==> config.mk <==
export PLATFORM = sky130hd
export DESIGN_NAME = round_controller
export DESIGN_NICKNAME = d
export VERILOG_FILES = /design/src/rtl/tug_pkg.sv /design/src/rtl/tick_down_counter.sv /design/src/rtl/round_controller.sv
export SDC_FILE = /design/constraint.sdc
export NUM_CORES = 1
export LEC_CHECK = 0
export BUFFER_PORTS_ARGS = -buffer_cell sky130_fd_sc_hd__buf_2
export CORE_UTILIZATION = 26
export DETAILED_ROUTE_END_ITERATION = 6
export HOLD_SLACK_MARGIN = 0.1
export SYNTH_ARGS = -nofsm -noshare
export SYNTH_HDL_FRONTEND = slang
export SYNTH_SLANG_ARGS = --single-unit
==> constraint.sdc <==
create_clock -name Clock -period 1.8 [get_ports Clock]
set_input_delay 0.09 -clock Clock [delete_from_list [all_inputs] [get_ports Clock]]
set_output_delay 0.09 -clock Clock [all_outputs]
set_load 0.01 [all_outputs]
==> src/rtl/tug_pkg.sv <==
// Shared types and widths for the tug-of-war round controller.
// The file header for round_controller names the ROUND_CTRL_AUTO_SERVE_EN build option.
package tug_pkg;

   localparam int unsigned SCORE_W = 3;
   localparam int unsigned CNT_W   = 4;

   typedef enum logic [2:0] {
      IDLE,
      COUNTDOWN,
      PLAY,
      POINT,
      OVER
   } state_t;

   // Score increment that sticks at the winning score instead of wrapping.
   function automatic logic [SCORE_W-1:0] sat_inc(input logic [SCORE_W-1:0] s,
                                                  input logic [SCORE_W-1:0] lim);
      return (s >= lim) ? lim : s + 1'b1;
   endfunction

endpackage

==> src/rtl/tick_down_counter.sv <==
// Loadable down-counter decremented by a tick enable; it holds at zero.
// Drives both the pre-round countdown and the post-point serve delay.
module tick_down_counter #(
   parameter int unsigned W = 4
) (
   input  logic         clk,
   input  logic         rst,
   input  logic         load,
   input  logic [W-1:0] load_val,
   input  logic         dec,
   output logic [W-1:0] count,
   output logic         zero
);

   always_ff @(posedge clk) begin
      if (rst)
         count <= '0;
      else if (load)
         count <= load_val;
      else if (dec && (count != '0))
         count <= count - 1'b1;
   end

   assign zero = (count == '0);

endmodule

==> src/rtl/round_controller.sv <==
// Match sequencer for the tug-of-war game: countdown, play, point, match over.
// Build option ROUND_CTRL_AUTO_SERVE_EN: POINT waits SERVE_TICKS ticks instead of a start press.
module round_controller
   import tug_pkg::*;
#(
   parameter int unsigned WIN_SCORE   = 7,
   parameter int unsigned CD_TICKS    = 3,
   parameter int unsigned SERVE_TICKS = 2
) (
   input  logic       Clock,
   input  logic       Reset,
   input  logic       start,
   input  logic       tick,
   input  logic       left_win,
   input  logic       right_win,
   output logic       field_clr,
   output logic       play_en,
   output logic [2:0] score_l,
   output logic [2:0] score_r,
   output logic [3:0] cd_count,
   output logic       match_over,
   output logic       winner_left
);

   localparam logic [SCORE_W-1:0] WIN        = SCORE_W'(WIN_SCORE);
   localparam logic [CNT_W-1:0]   CD_LOAD    = CNT_W'(CD_TICKS);
   localparam logic [CNT_W-1:0]   SERVE_LOAD = CNT_W'(SERVE_TICKS);

   state_t             state, state_n;
   logic [SCORE_W-1:0] score_l_n, score_r_n;
   logic               over_n, winner_left_n;
   logic               field_clr_n, play_en_n;
   logic               cnt_load, cnt_dec, load_serve;
   logic [CNT_W-1:0]   cnt_load_val;
   logic               cnt_zero;
   logic               cnt_last;

   tick_down_counter #(.W(CNT_W)) u_cnt (
      .clk      (Clock),
      .rst      (Reset),
      .load     (cnt_load),
      .load_val (cnt_load_val),
      .dec      (cnt_dec),
      .count    (cd_count),
      .zero     (cnt_zero)
   );

   assign cnt_load_val = load_serve ? SERVE_LOAD : CD_LOAD;
   assign cnt_last     = (cd_count == CNT_W'(1)) || cnt_zero;

   always_comb begin
      state_n       = state;
      score_l_n     = score_l;
      score_r_n     = score_r;
      over_n        = match_over;
      winner_left_n = winner_left;
      cnt_load      = 1'b0;
      cnt_dec       = 1'b0;
      load_serve    = 1'b0;

      case (state)
         IDLE: begin
            if (start) begin
               state_n   = COUNTDOWN;
               score_l_n = '0;
               score_r_n = '0;
               cnt_load  = 1'b1;
            end
         end

         COUNTDOWN: begin
            if (tick) begin
               cnt_dec = 1'b1;
               if (cnt_last)
                  state_n = PLAY;
            end
         end

         PLAY: begin
            if (left_win && right_win) begin
               state_n = POINT;
            end else if (left_win) begin
               score_l_n = sat_inc(score_l, WIN);
               if (score_l_n == WIN) begin
                  state_n       = OVER;
                  over_n        = 1'b1;
                  winner_left_n = 1'b1;
               end else begin
                  state_n = POINT;
               end
            end else if (right_win) begin
               score_r_n = sat_inc(score_r, WIN);
               if (score_r_n == WIN) begin
                  state_n       = OVER;
                  over_n        = 1'b1;
                  winner_left_n = 1'b0;
               end else begin
                  state_n = POINT;
               end
            end
`ifdef ROUND_CTRL_AUTO_SERVE_EN
            if (state_n == POINT) begin
               cnt_load   = 1'b1;
               load_serve = 1'b1;
            end
`endif
         end

         POINT: begin
`ifdef ROUND_CTRL_AUTO_SERVE_EN
            if (tick) begin
               cnt_dec = 1'b1;
               if (cnt_last) begin
                  state_n  = COUNTDOWN;
                  cnt_load = 1'b1;
               end
            end
`else
            if (start) begin
               state_n  = COUNTDOWN;
               cnt_load = 1'b1;
            end
`endif
         end

         OVER: begin
            if (start) begin
               state_n       = COUNTDOWN;
               score_l_n     = '0;
               score_r_n     = '0;
               over_n        = 1'b0;
               winner_left_n = 1'b0;
               cnt_load      = 1'b1;
            end
         end

         default: state_n = IDLE;
      endcase

      // Playfield enables rise one cycle after PLAY is entered but drop on the
      // same edge that leaves PLAY, so no press can slip into a finished round.
      play_en_n   = (state == PLAY) && (state_n == PLAY);
      field_clr_n = !((state_n == OVER) || play_en_n);
   end

   always_ff @(posedge Clock) begin
      if (Reset) begin
         state       <= IDLE;
         score_l     <= '0;
         score_r     <= '0;
         match_over  <= 1'b0;
         winner_left <= 1'b0;
         field_clr   <= 1'b1;
         play_en     <= 1'b0;
      end else begin
         state       <= state_n;
         score_l     <= score_l_n;
         score_r     <= score_r_n;
         match_over  <= over_n;
         winner_left <= winner_left_n;
         field_clr   <= field_clr_n;
         play_en     <= play_en_n;
      end
   end

endmodule

==> Word-level counts from Yosys, hierarchy flattened <==
Index checks and enable logic that the tools add are counted.
{ "word_totals": {"elab_cells": 87, "regBits": 17, "input_bits": 6} }
{ "classes": {"mux": 37, "magnitude_cmp": 2, "eq_ne": 18, "reduce_logical": 18, "n_addsub": 3} }
{ "op_table": {"columns": ["operator", "count"], "rows": [
  ["two-way mux 3 bit", 16],
  ["two-way mux 1 bit", 14],
  ["== test 3 bit (second input constant)", 4],
  ["case mux 3 bit (2 select lines)", 2],
  ["!= test 2 bit (second input constant)", 5],
  ["== test 3 x 2 -> 1 bit (second input constant)", 3],
  ["!= test 3 bit (second input constant)", 3],
  ["case mux 3 bit (3 select lines)", 1],
  ["adder 3 x 1 -> 3 bit (second input constant)", 2],
  ["greater-or-equal comparator 3 bit (second input constant)", 2],
  ["AND reduction 6 bit", 1],
  ["nonzero test 2 bit", 3],
  ["AND reduction 5 bit", 1],
  ["== test 4 x 1 -> 1 bit (second input constant)", 1],
  ["zero test 4 bit", 1],
  ["two-way mux 2 bit", 2],
  ["case mux 1 bit (2 select lines)", 2],
  ["AND reduction 4 bit", 1],
  ["nonzero test 4 bit", 1],
  ["OR reduction 2 bit", 2],
  ["subtractor 4 x 1 -> 4 bit (second input constant)", 1],
  ["== test 3 x 1 -> 1 bit (second input constant)", 1],
  ["logical AND 1 bit", 3],
  ["zero test 3 bit", 1],
  ["4 further kinds", 5]
]} }

==> Logic depth before layout (Yosys ltp) <==
Gate-level depths: netlist (run 1).
{ "logic_depth": {"ltp_word": 12, "mapped_depth": 6, "mapped_depth_nobuf": 6} }

==> Hierarchy <==
From an unflattened synthesis (run 1), not the netlist that was laid out.
{ "unflattened": {"cells_unflattened": 125, "area_unflattened_um2": 1128.6} }
{ "by_module_without_submodules": {"columns": ["module", "area_each_um2", "n_inst", "seq_area_each_um2", "cells_each"], "rows": [
  ["round_controller", 865.8, 1, 260.2, 96],
  ["tick_down_counter", 262.8, 1, 80.1, 29]
]} }

==> Least setup slack after synthesis (run 1) <==
Ideal clock, no wire load.
{ "synth_timing": {"path_kind": "flip-flop to flip-flop", "from": "register score_l[0]", "to": "register state[1]", "period_less_slack_ns": 1.593, "path_stages_with_launch": 7, "n_path_buf": 0, "slack_ns": 0.207, "t_arrival_ns": 1.523, "setup_ns": 0.071, "cell_sequence": "dfxtp_1 ha_1 ha_1 a31oi_1 nand3_1 a311o_1 a21oi_1"} }
{ "synth_via": {"elab_chain_cells": 7, "elab_cells_between_ends": 8, "classes_between": "add/sub (1); order compare (1); eq/ne (1); mux (5)"} }
{ "synth_rtl": {"columns": ["element", "line_no", "rtl"], "rows": [
  ["start: declaration", "round_controller.sv:18", "output logic [2:0] score_l,"],
  ["start signal: assignment", "round_controller.sv:157", "score_l <= score_l_n;"],
  ["adder 3 x 1 -> 3 bit / greater-or-equal comparator 3 bit (equally long branches)", "tug_pkg.sv:19", "return (s >= lim) ? lim : s + 1'b1;"],
  ["two-way mux 3 bit (*)", "tug_pkg.sv:19", null],
  ["== test 3 bit (*)", "round_controller.sv:84", "if (score_l_n == WIN) begin"],
  ["two-way mux 3 bit (*)", "round_controller.sv:84", null],
  ["two-way mux 3 bit (*)", "round_controller.sv:82", "end else if (left_win) begin"],
  ["two-way mux 3 bit (*)", "round_controller.sv:80", "if (left_win && right_win) begin"],
  ["case mux 3 bit (3 select lines) (*)", "round_controller.sv:61", "case (state)"],
  ["end signal: assignment", "round_controller.sv:156", "state <= state_n;"],
  ["end: declaration", "round_controller.sv:29", "state_t state, state_n;"]
]} }
Every way passes the cells marked *; elsewhere a longest branch is shown, timed or not.
A chain may end at the register's enable or synchronous reset.

==> Worst setup path in the final report (run 1) <==
{ "layout_timing": {"from": "register score_l[0]", "to": "register state[0]"} }
The elaborated chain is that of the path after synthesis.

==> results of run 1 <==
[flip-flops by register name, indices dropped and copies added, names as in the netlist]
name	flops
score_r	3
score_l	3
winner_left	1
play_en	1
u_cnt.count	4
state	3
field_clr	1
match_over	1
[logic make-up (layout without fill, tap and decap cells)]
logic type | after synthesis | in the layout
AOI/OAI and AO/OA | 27 | 27
and+or+nand+nor | 45 | 45
adders and majority gates | 7 | 7
buffers and inverters | 15 | 32
DFF | 17 | 17
muxes | 7 | 7
xor gates and xnor gates | 3 | 3
[Yosys cell counts]
library cell / number
a211oi_1: 1
a21oi_1: 10
a21oi_2: 2
a22o_1: 1
a311o_1: 1
a31o_2: 1
a31oi_1: 4
a31oi_2: 1
a32oi_1: 1
and2_4: 1
and3b_1: 1
and4_1: 1
and4bb_2: 1
buf_2: 2
buf_4: 1
buf_6: 1
clkbuf_1: 2
dfxtp_1: 17
ha_1: 7
inv_1: 9
mux2i_1: 7
nand2_1: 5
nand2b_1: 4
nand3_1: 8
nand3b_1: 2
nand4_1: 1
nand4b_1: 1
nand4bb_1: 2
nor2_1: 11
nor2_2: 1
nor2b_1: 1
nor2b_2: 1
nor3_1: 2
o2111a_1: 1
o21ai_0: 2
o21ai_1: 1
o21bai_1: 1
or2_2: 1
or3b_1: 1
xnor2_1: 1
xor2_1: 2
[final timing paths]
kind | end | from | slack, ns
setup / recovery | state[0] | score_l[0] | 0.13
hold / removal | score_r[2] | Reset | 0.19
setup reg to reg | state[0] | score_l[0] | 0.13
hold reg to reg | winner_left | winner_left | 0.49
[stage by stage]
step | cell area (µm²) | util, %
floorplan | 1040 | -
global placement | 1160 | 30.9
detailed placement | 1160 | 30.9
CTS | 1200 | 32.2
global route | 1220 | 32.6
finish | 1220 | 32.6
[placed cells by master, fill, tap and decap left out, types with 2 or more instances in the layout]
cell type	netlist	layout
ha_1	7	7
buf_2	2	19
a21oi_1	10	10
nand2_1	5	5
o21ai_0	2	2
nand4bb_1	2	2
nand3_1	8	8
nand2b_1	4	4
nor2_1	11	11
dfxtp_1	17	17
a21oi_2	2	2
nand3b_1	2	2
mux2i_1	7	7
clkbuf_8	0	3
a31oi_1	4	3
nor3_1	2	2
inv_1	9	9
xor2_1	2	2
[area by class of cell]
cell class,count,area [µm²],area share (%)
inverters,9,33.8,2.77
clock buffers,3,41.3,3.38
clock inverters,1,5.00,0.410
repair buffers,19,95.1,7.79
flip-flops and latches,17,340,27.9
multi-input cells,89,644,52.8
well taps,48,60.1,4.92
[metal layers]
metal	vias to the layer above	wire length, µm
li1	466	-
met1	423	1120
met2	25	1120
met4	0	45
met3	5	117
met5	-	0
[worst max-delay path, delay by kind of cell (launching register included)]
kind | cells | cell delay, ns
AOI/OAI and AO/OA | 3 | 0.63
DFF | 1 | 0.38
adders and majority gates | 2 | 0.44
and+or+nand+nor | 1 | 0.13
[power by group through the flow]
stage	Sequential, W	Combinational [W]	Clock [W]
after CTS	0.000428	0.000204	0.000301
after detailed placement	0.000437	0.000203	0
after global placement	0.000434	0.000194	0
final	0.000430	0.000203	0.000294
after floorplan	0.000429	0.000158	0
after global routing	0.000434	0.000230	0.000324
==> flow_summary.toml, run 1 <==
[global_route]
grt_util_met3_pct = 2.95
grt_busiest_layer = "met2"
grt_util_met1_pct = 16.1
grt_pass1_wl_um = 4090
grt_pass1_vias = 896
grt-ovfl-total = 0
use_met2_pct = 19.7
grt_max_degree = 18
grt_usage_pct = 12.5
antenna_found_initial = 0

[finish]
drive_above_1_share_pct = 23.9
area_growth_syn_to_layout_pct = 17.3
num_antenna_cells = 0
finalNetCount = 152
fillCellCount = 422
final_cells = 186

[clocking]
clockBufferDepth = 2
clock-sinks = 17
root_buffer = "clkbuf_8"
cts_resized = 0
htreeDepth = 1
cts_post_setup_buffers_inserted = 0
clkLatencyLatePin_ns = 0.26
hold_buffers = 0
numCtsBuffers = 3
path_clk_slew_ns = 0.07
tritoncts = "done"

[power_and_ir_drop]
p_clk_share_pct = 31.7
power.total_w = 0.000927
ir_drop_uv = 296
leakagePower_nw = 0.513
swShare_pct = 31.3
combPwrFrac_pct = 21.9
p_sw_w = 0.000290
seqPwrFrac_pct = 46.4
p_int_w = 0.000637
power.density_nw_per_um2 = 759

[logic_synthesis]
syn_area_per_cell_um2 = 8.59
syn_area_um2 = 1040
synthAdderAreaFrac_pct = 8.42
synthMuxAreaShare_pct = 6.74
synth_top_family_by_area = "simple AND/OR/NAND/NOR gates"
synth_xor_area_share_pct = 2.53
yosysWarnings = 0
yosysTopAreaCell = "dfxtp_1"
ys_top_cells_by_area = "dfxtp_1, ha_1, mux2i_1, a21oi_1, nor2_1"
synth_cell_types = 41
yosys.area.top_type_share_pct = 32.7
synth-seq-cells = 17
synth_nets = 134
synthSimpleGateAreaFrac_pct = 25.3
seq_area_frac_synth_pct = 32.7
synth_compound_area_share_pct = 17.6
syn-instance-count = 121

[detailed_routing]
post_drt_wl_per_cell_um = 12.9
wl_um = 2410
post_drt_via_cell_ratio = 4.94
drc = 0
ant_nets = 0
vias = 919
firstDrtPassIters = 5
drt-initial-drc-count = 11

[timing]
finalCritPeriodShare_pct = 92.6
setup_viol = 0
tightest_slew_ns = 0.414
hold_viol_final = 0
period_needed_ns = 1.67
rsz0062_at_grt = "false"
timing.fmax_mhz = 600
slew_headroom_pct = 72.4
whs_ns = 0.194
setup_ws_ns = 0.133
skew_ns = 0.00477
setup_tns_ns = 0
drv_slew = 0

[hold_path]
hp-class = "in2reg"
hold_depth = 2

[die]
dieWidth_um = 65.2
pin_count = 20
start_util_pct = 27.8
die_y_um = 65.2
fp.coreArea_um2 = 3740
die_area_um2 = 4260
rows = 22

[placed_design]
routabilityCongestion = 0.771
place_inst = 182
hpwl_um = 1780
io_buffers = 19
post-place-ws_ns = 0.110

[setup_path]
worstSetupStartpointType = "flop"
cp_slowest_stage_delay_ns = 0.38
cp_common_cell = "ha_1"
end_kind = "flop"
rr_worst_depth = 6
critPathSlowestCell = "dfxtp_1"
crit_fanout = 6
path_cells = "ha_1, ha_1, a31oi_4, nand3_1, o2111a_1, a211oi_1"
crit_type = "reg2reg"
crit_arrival_ns = 1.84
required_ns = 1.97

[flow_run]
maxCapViolCount = 0

[run_status]
status = "completed"
(Power assumes the default switching activity.)
==> run 2, diff against run 1 <==
--- a/config.mk
+++ b/config.mk
@@ -5,6 +5,7 @@
 export SDC_FILE = /design/constraint.sdc
 export NUM_CORES = 1
 export LEC_CHECK = 0
+export ABC_AREA = 1
 export BUFFER_PORTS_ARGS = -buffer_cell sky130_fd_sc_hd__buf_2
 export CORE_UTILIZATION = 26
 export DETAILED_ROUTE_END_ITERATION = 6
==> flow_summary.toml, run 2 <==
[detailed_routing]
wl_um = 2090
vias = 956
post_drt_wl_per_cell_um = 9.94
post_drt_via_cell_ratio = 4.55
firstDrtPassIters = 4
drt-initial-drc-count = 26
ant_nets = 0
drc = 0

[timing]
timing.fmax_mhz = 636
slew_headroom_pct = 71.7
skew_ns = 0.00761
finalCritPeriodShare_pct = 87.4
setup_tns_ns = 0
setup_viol = 0
period_needed_ns = 1.57
rsz0062_at_grt = "false"
drv_slew = 0
tightest_slew_ns = 0.420
hold_viol_final = 0

[finish]
finalNetCount = 176
largest_register_ffs = 4
num_antenna_cells = 0
final_cells = 210
area_growth_syn_to_layout_pct = 20.1
final_cell_mix = "nand2_1, buf_2, dfxtp_1"
regArea_um2 = 342
multi_input_area_um2 = 592
drive_above_1_share_pct = 29.0
largest_register = "u_cnt.count"
final_common_cell = "nand2_1"
fillCellCount = 400

[setup_path]
critPathSlowestCell = "dfxtp_2"
worstSetupStartpointType = "flop"
cp_slowest_stage_delay_ns = 0.35
reg2reg_from = "score_l[0]"
crit_type = "reg2reg"
rr_worst_depth = 11
rrSetupSlack_ns = 0.23
path_cells = "ha_1, ha_1, inv_1, o211ai_1, nand2_1, nand2_2, nand2_1, nand2_1, nand2_1, nand2_1, a21oi_1"
cp_common_cell = "nand2_1"
r2r_end = "match_over"
crit_fanout = 6
crit_arrival_ns = 1.70
required_ns = 1.93
end_kind = "flop"

[global_route]
grt_pass1_wl_um = 3570
grt_usage_pct = 10.9
grt_max_degree = 13
grt_pass1_vias = 860
grt_util_met1_pct = 14.0
grt-ovfl-total = 0
grt_util_met3_pct = 1.58
use_met2_pct = 16.7
grt_busiest_layer = "met2"
antenna_found_initial = 0

[clocking]
cts_resized = 0
root_buffer = "clkbuf_8"
clock-sinks = 17
path_clk_slew_ns = 0.06
clkLatencyLatePin_ns = 0.25
hold_buffers = 0
numCtsBuffers = 3
htreeDepth = 1
tritoncts = "done"
clockBufferDepth = 2
cts_post_setup_buffers_inserted = 0

[logic_synthesis]
ys.flop_type = "dfxtp_1"
synth_cell_types = 30
yosysWarnings = 0
synth_nets = 153
async_flop_share_pct = 0
yosys.area.top_type_share_pct = 33.4
syn_area_um2 = 1020
synth-seq-cells = 17
synth_common_cells = "nand2_1, dfxtp_1, inv_1, nor2_1, a21oi_1"
syn-instance-count = 140
seq_area_frac_synth_pct = 33.4
ys_top_cells_by_area = "dfxtp_1, ha_1, nand2_1, inv_1, a21oi_1"
syn_area_per_cell_um2 = 7.27
yosysMostFrequentCell = "nand2_1"
yosysTopAreaCell = "dfxtp_1"
synth_edf_count = 0

[run_status]
status = "completed"

[die]
die_y_um = 64.6
fp.coreArea_um2 = 3720
die_area_um2 = 4170
rows = 22
pin_count = 20
start_util_pct = 27.4
dieWidth_um = 64.6

[power_and_ir_drop]
power.density_nw_per_um2 = 826
ir_drop_uv = 253
leakagePower_nw = 0.563

[hold_path]
min-delay-start = "right_win"
hp-class = "in2reg"
min_to = "play_en"
hold_depth = 2

[placed_design]
io_buffers = 19
hpwl_um = 1600
routabilityCongestion = 0.818
place_inst = 206

[flow_run]
maxCapViolCount = 0
==> run 2: area by class of cell <==
type / count / share of cell area (%)
Clock buffer: 4 / 3.68
Inverter: 24 / 7.36
Multi-Input combinational cell: 98 / 48.4
Sequential cell: 17 / 27.9
Tap cell: 48 / 4.91
Timing Repair Buffer: 19 / 7.77
==> run 2: critical path, delay by kind of cell, from the launching register on <==
family	cells	cell delay [ns]
buffers and inverters	1	0.05
AND/OR/NAND/NOR	6	0.40
adder cells (fa/ha/maj)	2	0.46
flip-flops	1	0.35
AO/OA/AOI/OAI	2	0.20
==> run 2: logic make-up after synthesis <==
family	count (synthesis)	share of synthesized area [%]
AO/OA/AOI/OAI	29	16.2
adder cells (fa/ha/maj)	7	8.60
buffers and inverters	25	9.21
flip-flops	17	33.4
AND/OR/NAND/NOR	62	32.6
==> run 2: through the flow <==
| stage | hold WS [ns] | setup slack [ns] | cell area (µm²) | total power, W | utilization (%) |
|---|---|---|---|---|---|
| after global routing | 0.122 | 0.0398 | 1220 | 0.00109 | 32.9 |
| final | 0.116 | 0.227 | 1220 | 0.00101 | 32.9 |
| after floorplan | 0.179 | 0.218 | 1020 | 0.000657 | - |
| after global placement | 0.366 | 0.186 | 1170 | 0.000734 | 31.5 |
| after detailed placement | 0.368 | 0.126 | 1170 | 0.000732 | 31.5 |
| after CTS | 0.102 | 0.119 | 1210 | 0.00102 | 32.7 |
==> run 2: worst max path at each step <==
stage                     startpoint         end  slack (ns)  cells past startpoint
after CTS                 score_l[0]   field_clr        0.12                      9
after global routing      score_l[0]  match_over        0.04                     11
final                     score_l[0]  match_over        0.23                     11
after global placement    score_l[0]   field_clr        0.19                      9
after detailed placement  score_l[0]   field_clr        0.13                      9
after floorplan           score_l[0]   field_clr        0.22                      9
==> run 2: power by group <==
part	total, W	internal [W]	switching, W
logic	0.000288	0.000105	0.000183
registers	0.000438	0.000409	0.0000282
clock network	0.000285	0.000157	0.000128
total	0.00101	0.000671	0.000340
==> run 2: per-layer routing <==
layer	vias up	routed length, µm
li1	515	-
met1	416	1060
met2	21	871
met3	4	100
met4	0	50
met5	-	0
